### src/rtl/wb_pkg.sv
// -----------------------------------------------------------------------------
// wb_pkg
// Shared definitions for the Wishbone memory responder:
//   - bus widths (address, data, nibble-select)
//   - responder FSM state type
//   - nibble_mask(): expands a 4-bit nibble select into a 16-bit bit mask
// No ports (package).
// -----------------------------------------------------------------------------
package wb_pkg;

    localparam int WB_ADR_W = 16;
    localparam int WB_DAT_W = 16;
    localparam int WB_SEL_W = 4;

    typedef enum logic [1:0] {
        IDLE = 2'd0,
        WAIT = 2'd1,
        ACK  = 2'd2
    } wb_resp_state_t;

    // sel[i] covers data bits [4i+3:4i].
    function automatic logic [WB_DAT_W-1:0] nibble_mask(input logic [WB_SEL_W-1:0] sel);
        logic [WB_DAT_W-1:0] mask;
        mask = '0;
        for (int i = 0; i < WB_SEL_W; i++) begin
            mask[4*i +: 4] = {4{sel[i]}};
        end
        return mask;
    endfunction

endpackage

### src/rtl/wb_mem_array.sv
// -----------------------------------------------------------------------------
// wb_mem_array
// Flop-based word storage for the Wishbone responder.
//   clk      in   system clock, rising edge
//   reset    in   synchronous active-high clear of every word
//   wr_en    in   write strobe
//   wr_idx   in   write word index
//   wr_data  in   write data
//   wr_mask  in   per-bit write enable (1 = update that bit)
//   rd_idx   in   read word index
//   rd_data  out  combinational read data
// -----------------------------------------------------------------------------
module wb_mem_array
    import wb_pkg::*;
#(
    parameter int DEPTH = 64,
    localparam int AW   = $clog2(DEPTH)
) (
    input  logic                clk,
    input  logic                reset,
    input  logic                wr_en,
    input  logic [AW-1:0]       wr_idx,
    input  logic [WB_DAT_W-1:0] wr_data,
    input  logic [WB_DAT_W-1:0] wr_mask,
    input  logic [AW-1:0]       rd_idx,
    output logic [WB_DAT_W-1:0] rd_data
);

    logic [WB_DAT_W-1:0] mem [DEPTH];

    // NOTE: clocked state uses non-blocking (<=) so every flop samples the
    // pre-edge values; blocking here would create order-dependent races.
    // NOTE: the storage is cleared by reset on purpose (the memory must read
    // back as zero after reset), so it is built from flops rather than a RAM
    // macro, which could not be cleared in one cycle.
    always_ff @(posedge clk) begin
        if (reset) begin
            for (int i = 0; i < DEPTH; i++) begin
                mem[i] <= '0;
            end
        end else if (wr_en) begin
            mem[wr_idx] <= (mem[wr_idx] & ~wr_mask) | (wr_data & wr_mask);
        end
    end

    assign rd_data = mem[rd_idx];

endmodule

### src/rtl/wb_mem_responder.sv
// -----------------------------------------------------------------------------
// wb_mem_responder
// Wishbone slave with a base-address window, DEPTH x 16-bit flop memory and a
// fixed number of wait states between accept and a one-cycle ack.
//   clk       in   system clock, rising edge
//   reset     in   synchronous active-high reset (FSM, outputs and memory)
//   cyc_in    in   master cycle request, doubles as strobe
//   we        in   0 = read, 1 = write
//   adr_in    in   word address
//   data_in   in   write data
//   sel_in    in   nibble enables, sel_in[i] -> data[4i+3:4i]
//   data_out  out  read data, zero unless acking a read
//   ack_out   out  one-cycle transfer-complete strobe
// -----------------------------------------------------------------------------
module wb_mem_responder
    import wb_pkg::*;
#(
    parameter int                  DEPTH       = 64,
    parameter logic [WB_ADR_W-1:0] BASE        = 16'h0000,
    parameter int                  WAIT_STATES = 0
) (
    input  logic                clk,
    input  logic                reset,
    input  logic                cyc_in,
    input  logic                we,
    input  logic [WB_ADR_W-1:0] adr_in,
    input  logic [WB_DAT_W-1:0] data_in,
    input  logic [WB_SEL_W-1:0] sel_in,
    output logic [WB_DAT_W-1:0] data_out,
    output logic                ack_out
);

    localparam int AW = $clog2(DEPTH);

    wb_resp_state_t      state;
    logic [3:0]          cnt;

    // Request captured at accept time; the master may change its inputs
    // once the transfer is in flight.
    logic [AW-1:0]       lat_idx;
    logic                lat_we;
    logic [WB_DAT_W-1:0] lat_data;
    logic [WB_SEL_W-1:0] lat_sel;

    logic                hit;
    logic                accept;
    logic                enter_ack;
    logic [AW-1:0]       rd_idx;
    logic                ack_we;
    logic [WB_SEL_W-1:0] ack_sel;
    logic [WB_DAT_W-1:0] rd_word;
    logic                wr_en;

    assign hit    = (adr_in[WB_ADR_W-1:AW] == BASE[WB_ADR_W-1:AW]);
    assign accept = (state == IDLE) && cyc_in && hit;

    // The ack register is loaded on the edge that enters ACK, so ack_out and
    // data_out are flop outputs with no path from the bus inputs.
    assign enter_ack = (accept && (WAIT_STATES == 0)) ||
                       ((state == WAIT) && cyc_in && (cnt == 4'd0));

    // Read-data source for the transfer about to be acked: the live inputs
    // when acking straight out of IDLE, otherwise the latched request.
    // NOTE: every always_comb output gets a default first so no path leaves
    // a signal unassigned, which would infer a latch.
    always_comb begin
        rd_idx  = lat_idx;
        ack_we  = lat_we;
        ack_sel = lat_sel;
        if (state == IDLE) begin
            rd_idx  = adr_in[AW-1:0];
            ack_we  = we;
            ack_sel = sel_in;
        end
    end

    // The write commits on the edge that leaves ACK, so a read accepted in the
    // following IDLE cycle already sees the new word.
    assign wr_en = (state == ACK) && lat_we;

    wb_mem_array #(
        .DEPTH (DEPTH)
    ) u_mem (
        .clk     (clk),
        .reset   (reset),
        .wr_en   (wr_en),
        .wr_idx  (lat_idx),
        .wr_data (lat_data),
        .wr_mask (nibble_mask(lat_sel)),
        .rd_idx  (rd_idx),
        .rd_data (rd_word)
    );

    always_ff @(posedge clk) begin
        if (reset) begin
            state    <= IDLE;
            cnt      <= 4'd0;
            lat_idx  <= '0;
            lat_we   <= 1'b0;
            lat_data <= '0;
            lat_sel  <= '0;
            ack_out  <= 1'b0;
            data_out <= '0;
        end else begin
            case (state)
                IDLE: begin
                    if (accept) begin
                        lat_idx  <= adr_in[AW-1:0];
                        lat_we   <= we;
                        lat_data <= data_in;
                        lat_sel  <= sel_in;
                        if (WAIT_STATES == 0) begin
                            state <= ACK;
                            cnt   <= 4'd0;
                        end else begin
                            state <= WAIT;
                            cnt   <= 4'(WAIT_STATES - 1);
                        end
                    end
                end
                WAIT: begin
                    // A dropped cycle wins over an expiring count: abort
                    // with no write and no ack.
                    if (!cyc_in) begin
                        state <= IDLE;
                        cnt   <= 4'd0;
                    end else if (cnt == 4'd0) begin
                        state <= ACK;
                    end else begin
                        cnt <= cnt - 4'd1;
                    end
                end
                ACK: begin
                    state <= IDLE;
                end
                default: begin
                    state <= IDLE;
                    cnt   <= 4'd0;
                end
            endcase

            ack_out  <= enter_ack;
            data_out <= (enter_ack && !ack_we) ? (rd_word & nibble_mask(ack_sel))
                                               : '0;
        end
    end

endmodule

### config.mk
export PLATFORM = sky130hd
export DESIGN_NAME = wb_mem_responder
export DESIGN_NICKNAME = d
export VERILOG_FILES = /design/src/rtl/wb_pkg.sv /design/src/rtl/wb_mem_array.sv /design/src/rtl/wb_mem_responder.sv
export SDC_FILE = /design/constraint.sdc
export NUM_CORES = 2
export LEC_CHECK = 0
export BUFFER_PORTS_ARGS = -buffer_cell sky130_fd_sc_hd__buf_2
export CORE_MARGIN = 10
export CORE_UTILIZATION = 58
export CTS_CLUSTER_DIAMETER = 80
export DETAILED_ROUTE_END_ITERATION = 10
export PLACE_DENSITY = 0.74
export REMOVE_ABC_BUFFERS = 1
export SLEW_MARGIN = 25
export SYNTH_ARGS = -nofsm -noshare
export SYNTH_HDL_FRONTEND = slang
export SYNTH_SLANG_ARGS = --single-unit
### constraint.sdc
create_clock -name clk -period 7.8 [get_ports clk]
set_input_delay 0.39 -clock clk [delete_from_list [all_inputs] [get_ports clk]]
set_output_delay 0.39 -clock clk [all_outputs]
set_load 0.01 [all_outputs]
# Yosys cells after proc, flatten, opt, wreduce, memory -nomap -nowiden

Memory sizes are Yosys's and may differ from the RTL's. A register that Yosys moved wholly into a read port is not among the register bits.
Index checks and enable logic that the tools add are counted.

Eq/ne operators: 5
Reduce and logical (&&, ||, !) cells: 16
Muxes and demuxes: 21
Bitwise operators: 7
$add $sub $neg: 1

Operators by type and width:

| kind                                                  | count |
|---|---|
| bitwise AND 16 bit                                    | 3 |
| 2-to-1 mux 6 bit                                      | 4 |
| 2-to-1 mux 16 bit                                     | 1 |
| 2-to-1 mux 4 bit                                      | 4 |
| inverter 16 bit                                       | 1 |
| OR 16 bit                                             | 1 |
| OR reduction 16 bit                                   | 1 |
| case mux 4 bit (3 select lines)                       | 1 |
| logical NOT 10 bit                                    | 1 |
| 2-to-1 mux 1 bit                                      | 7 |
| logical AND 1 bit                                     | 6 |
| 2-to-1 mux 2 bit                                      | 3 |
| logical NOT 4 bit                                     | 1 |
| case mux 2 bit (2 select lines)                       | 1 |
| AND reduction 2 bit                                   | 2 |
| subtractor 4 x 1 -> 4 bit, second input constant      | 1 |
| inequality test 3 x 2 -> 1 bit, second input constant | 1 |
| inequality test 3 bit, second input constant          | 1 |
| AND reduction 3 bit                                   | 1 |
| == test 2 x 1 -> 1 bit, second input constant         | 1 |
| == test 2 bit, second input constant                  | 1 |
| logical NOT 2 bit                                     | 1 |
| inequality test 2 bit, second input constant          | 1 |
| inverter 1 bit                                        | 2 |
| other kinds (3)                                       | 3 |

Flip-flop bits (word level): 50
Bits in writable memories: 1024
Memories kept: 1
Output and inout port bits: 17
Input bits: 40

Memory list:

| memory    | words | width | rd ports | clocked after Yosys merged registers in | wr ports | line               | text |
|---|---|---|---|---|---|---|---|
| u_mem.mem | 64    | 16    | 2        | 1                                       | 64       | wb_mem_array.sv:29 | `logic [WB_DAT_W-1:0] mem [DEPTH];` |

# Logic depth before layout (Yosys ltp)

Word-level depth: 7
Mapped depth: 13
Gate-level depth less buffers: 7

# Modules after synthesis

Synthesis repeated with hierarchy kept, for this count alone.

Cell total of the unflattened synthesis: 4201
Area total of the unflattened synthesis: 57208.6 µm²

Modules (own cells, without submodules):

| module           | cells each | instances | area each (µm²) | seq. area each (µm²) |
|---|---|---|---|---|
| wb_mem_array     | 4026       | 1         | 55248.0         | 30749.5 |
| wb_mem_responder | 175        | 1         | 1960.6          | 900.9 |

# Worst setup path after synthesis

Ideal clock, no wire load.

Path kind: flip-flop to flip-flop
From: register (tool-made name)
To: memory u_mem.mem[19][15], data pin
Setup slack: 4.611 ns
Data required time: 7.534 ns
Arrival time: 2.923 ns
Cell stages (with the launch flop): 10
Library setup time: 0.266 ns
Period minus slack after synthesis: 3.189 ns
Path through: dfxtp_1 > clkbuf_1 > buf_1 > mux4_2 > mux4_2 > mux2_2 > a22o_1 > a21oi_4 > buf_6 > nor2_1

RTL lines:

| item          | line |
|---|---|
| end, declared | wb_mem_array.sv:29 |

# Worst setup path after layout

From: register state[1]
To: register data_out[2]

Longest elaborated chain between the ends: 7

Ends and longest elaborated chain:

| item                                                                         | line                    | text |
|---|---|---|
| start, declared                                                              | wb_mem_responder.sv:35  | `wb_resp_state_t state;` |
| start signal, assigned                                                       | wb_mem_responder.sv:96  | `state <= IDLE;` |
| start signal, assigned                                                       | wb_mem_responder.sv:113 | `state <= ACK;` |
| start signal, assigned                                                       | wb_mem_responder.sv:116 | `state <= WAIT;` |
| parallel branches: the longest is 7 deep, another holds memory (64 x 16 bit) | --                      |  |
| end signal, assigned                                                         | wb_mem_responder.sv:143 | `data_out <= (enter_ack && !ack_we) ? (rd_word & nibble_mask(ack_sel))` |
| end, declared                                                                | wb_mem_responder.sv:29  | `output logic [WB_DAT_W-1:0] data_out,` |

Several ways; the timed one is not identified.
A chain may end at the register's enable or synchronous reset.

==> impl_metrics.tcl <==
set metrics [dict create \
    outcome "finished, final reports clean" \
    ir_drop_mv 0.188 \
    via_per_inst 7.25 \
    cts_hold_buffers 21 \
    placed_cell_area_um2 56900 \
    startpoint "state[1]$_SDFFE_PP0P_" \
    maxCapViolCount 0 \
    layout.cells.non_filler 5825 \
    pwr-share-seq 0.505 \
    path_clk_slew_ps 60 \
    worst_pin_slew_ps 1220 \
    rsz0062_at_grt "no" \
    row_count 113 \
    ys_warn_count 0 \
    powerDensity_nw_per_um2 217 \
    finish.utilization 0.641 \
    synth_area_per_cell_um2 12.3 \
    post-route-period-util 0.696 \
    dominantRegCellSynth "edfxtp_1" \
    place_hpwl_um 124000 \
    vias 42200 \
    coreArea_um2 95000 \
    drive_above_1_share 0.193 \
    dp.cells 5592 \
    fillers 6982 \
    synth_top_cell_by_area "edfxtp_1" \
    max_slew_margin 0.184 \
    synth_area_leaders "edfxtp_1 55%, mux4_2 16%, nor2_1 7.3%, nand2_1 4.2%, nand3_1 2.5%" \
    cp_slowest_cell "dfxtp_2" \
    internal_power_uw 10000 \
    gr-total-overflow 0 \
    track_usage 0.363 \
    r2r-start "state[1]$_SDFFE_PP0P_" \
    h-tree-depth 3 \
    power_switching_uw 3190 \
    first_global_vias 40000 \
    fin_nets 4503 \
    fmax_mhz 184 \
    grt_max_degree 95 \
    ys_seq_elements 1075 \
    swShare 0.241 \
    combPwrFrac 0.080 \
    hp-start "adr_in[5]" \
    final_area_um2 60900 \
    hold_path.class "input pin to register" \
    clock_skew_ps 38.7 \
    start_util 0.584 \
    hold_violations 0 \
    clock_latency_ps 720 \
    dieArea_um2 108000 \
    die-height_um 329 \
    fin_crit_ps 5430 \
    cts.sinks 1075 \
    syn_inst 4528 \
    end_kind "register" \
    cts_max_path_buffers 3 \
    netlist_area_um2 55500 \
    place_congestion 1.09 \
    synth-edff-count 1024 \
    cts_resized 0 \
    final_max_slew_viol_count 0 \
    drtIter0Drc 8538 \
    ys_seq_area_frac 0.573 \
    cts-buffers-inserted 112 \
    antenna_left 0 \
    antenna_found_initial 17 \
    synthDistinctLibCells 52 \
    drt-total-wl_um 200000 \
    grt_pass1_wl_um 283000 \
    synthArstFlopShare 0 \
    required_ps 8250 \
    yosysTopAreaCellShare 0.554 \
    max_stage_delay_ps 1000 \
    cp.arrival_ps 5870 \
    num_io_pins 57 \
    finalSetupViolations 0 \
    drc 0 \
    cts_setup_buffers 0 \
    die_w_um 329 \
    leakage_uw 0.0203 \
    power_frac_clock 0.415 \
    start_kind "register" \
    cts_tree "done" \
    criticalPathCategory "register to register" \
    cp_cell_sequence "mux2_8, buf_4, mux2i_1, a32oi_1, nand4_1, o21ai_0, nor3_1, o22ai_1" \
    area_delta_synth_final_pct 9.78 \
    cp_max_fo 78 \
    firstDrtPassIters 8 \
    port-buffer-count 56 \
    cts_root_buffer "clkbuf_16" \
    drt-wirelength-per-cell_um 34.3 \
]
[synth_stat cells (7+ instances only)]
| master | count |
|---|---|
| nor2_1 | 1080 |
| a21oi_4 | 16 |
| o22ai_1 | 15 |
| a22oi_1 | 26 |
| nand3_1 | 280 |
| mux2_2 | 25 |
| nor4_1 | 7 |
| and3_1 | 18 |
| mux4_2 | 391 |
| buf_2 | 88 |
| nand4_1 | 24 |
| a31oi_1 | 19 |
| o221ai_1 | 23 |
| o211ai_1 | 12 |
| a32oi_1 | 19 |
| buf_1 | 39 |
| a22o_1 | 16 |
| nand2_1 | 623 |
| a221oi_1 | 18 |
| clkbuf_1 | 228 |
| buf_4 | 38 |
| nand2b_1 | 102 |
| nor2b_1 | 12 |
| a311oi_1 | 22 |
| inv_1 | 10 |
| buf_6 | 25 |
| mux2i_1 | 115 |
| dfxtp_1 | 51 |
| o21ai_0 | 26 |
| edfxtp_1 | 1024 |
| nor3_1 | 30 |
| a21oi_1 | 52 |
[final timing paths]
path                               to  slack (ps)  cells after the start
max            data_out[2]$_SDFF_PP0_        2370                      8
min                          register          60                      3
max reg2reg    data_out[2]$_SDFF_PP0_        2370                      8
min reg2reg  lat_data[2]$_SDFFE_PP0P_         520                      2
[critical path, delay by kind of cell, from the launching register on]
kind / cells / cell delay [ps]
AOI/OAI and AO/OA: 3 / 890
buffers and inverters: 1 / 760
DFF: 1 / 1000
muxes: 2 / 1180
and+or+nand+nor: 2 / 1240
[cells by family after synthesis]
family                 count (synthesis)  synth area share
and+or+nand+nor                     2191             0.164
DFF                                 1075             0.573
muxes                                531             0.185
buffers and inverters                429            0.0370
AOI/OAI and AO/OA                    302            0.0420
[per-layer routing]
metal / GRT usage / part of all wire / vias up
met5: 0.00887 / 0.0014 / -
met4: 0.223 / 0.075 / 24
met2: 0.511 / 0.42 / 4293
li1: - / - / 16600
met3: 0.150 / 0.18 / 876
met1: 0.466 / 0.32 / 20500
[state kept, by name (all words and copies together), names as in the netlist, named ones only]
signal,cells
lat_data,16
u_mem.mem,1024
data_out,16
lat_sel,4
ack_out,1
lat_we,1
lat_idx,6
state,1
[cells in the final DEF (no fill, tap or decap), types with 8 or more instances in the layout]
cell type / netlist / final
a22o_1: 16 / 16
buf_2: 88 / 57
a221oi_1: 18 / 17
nand2_1: 623 / 623
o221ai_1: 23 / 23
nor2_1: 1080 / 1074
a32oi_1: 19 / 19
o22ai_1: 15 / 15
inv_1: 10 / 10
clkbuf_1: 228 / 16
nand2b_1: 102 / 77
mux4_2: 391 / 391
o211ai_1: 12 / 12
clkinv_2: 0 / 28
a31oi_1: 19 / 19
nand3_1: 280 / 279
nand4_1: 24 / 24
a21oi_4: 16 / 16
nor2b_1: 12 / 12
a311oi_1: 22 / 22
buf_4: 38 / 150
clkbuf_16: 0 / 115
a22oi_1: 26 / 26
dlygate4sd3_1: 0 / 21
and3_1: 18 / 18
o21ai_0: 26 / 21
edfxtp_1: 1024 / 1024
clkinv_1: 0 / 23
nand2b_2: 0 / 25
bufinv_16: 0 / 13
dfxtp_1: 51 / 46
a21oi_1: 52 / 52
nor3_1: 30 / 30
mux2i_1: 115 / 110
buf_12: 0 / 8
mux2_2: 25 / 21
[final cells by class]
type                    instances  area [um2]  area share
diodes                          1        2.50   0.0000411
clock buffers                 136        3010      0.0494
clock inverters                74         708      0.0116
inverters                      10        37.5    0.000616
multi-input cells            3024       21900       0.360
flip-flops and latches       1075       31800       0.522
well taps                    1265        1580      0.0260
repair buffers                240        1880      0.0309
[stage by stage]
step / setup slack [ps] / TNS, ps / total power [uW] / hold WS [ps]
CTS: 2580 / 0 / 13100 / 34.6
global placement: 2660 / 0 / 7750 / 491
detailed placement: 2630 / 0 / 7780 / 491
finish: 2370 / 0 / 13200 / 61.0
global route: 2400 / 0 / 13500 / 83.1
floorplan: -5420 / -5548030 / 7340 / 462
[power groups by stage]
stage               combinational (uW)  clock [uW]  sequential [uW]
floorplan                          600           0             6740
global placement                   973           0             6780
detailed placement                 988           0             6800
CTS                               1000        5460             6680
global route                      1070        5700             6700
finish                            1060        5490             6690
Note: power is estimated with default switching activity, not from simulation.
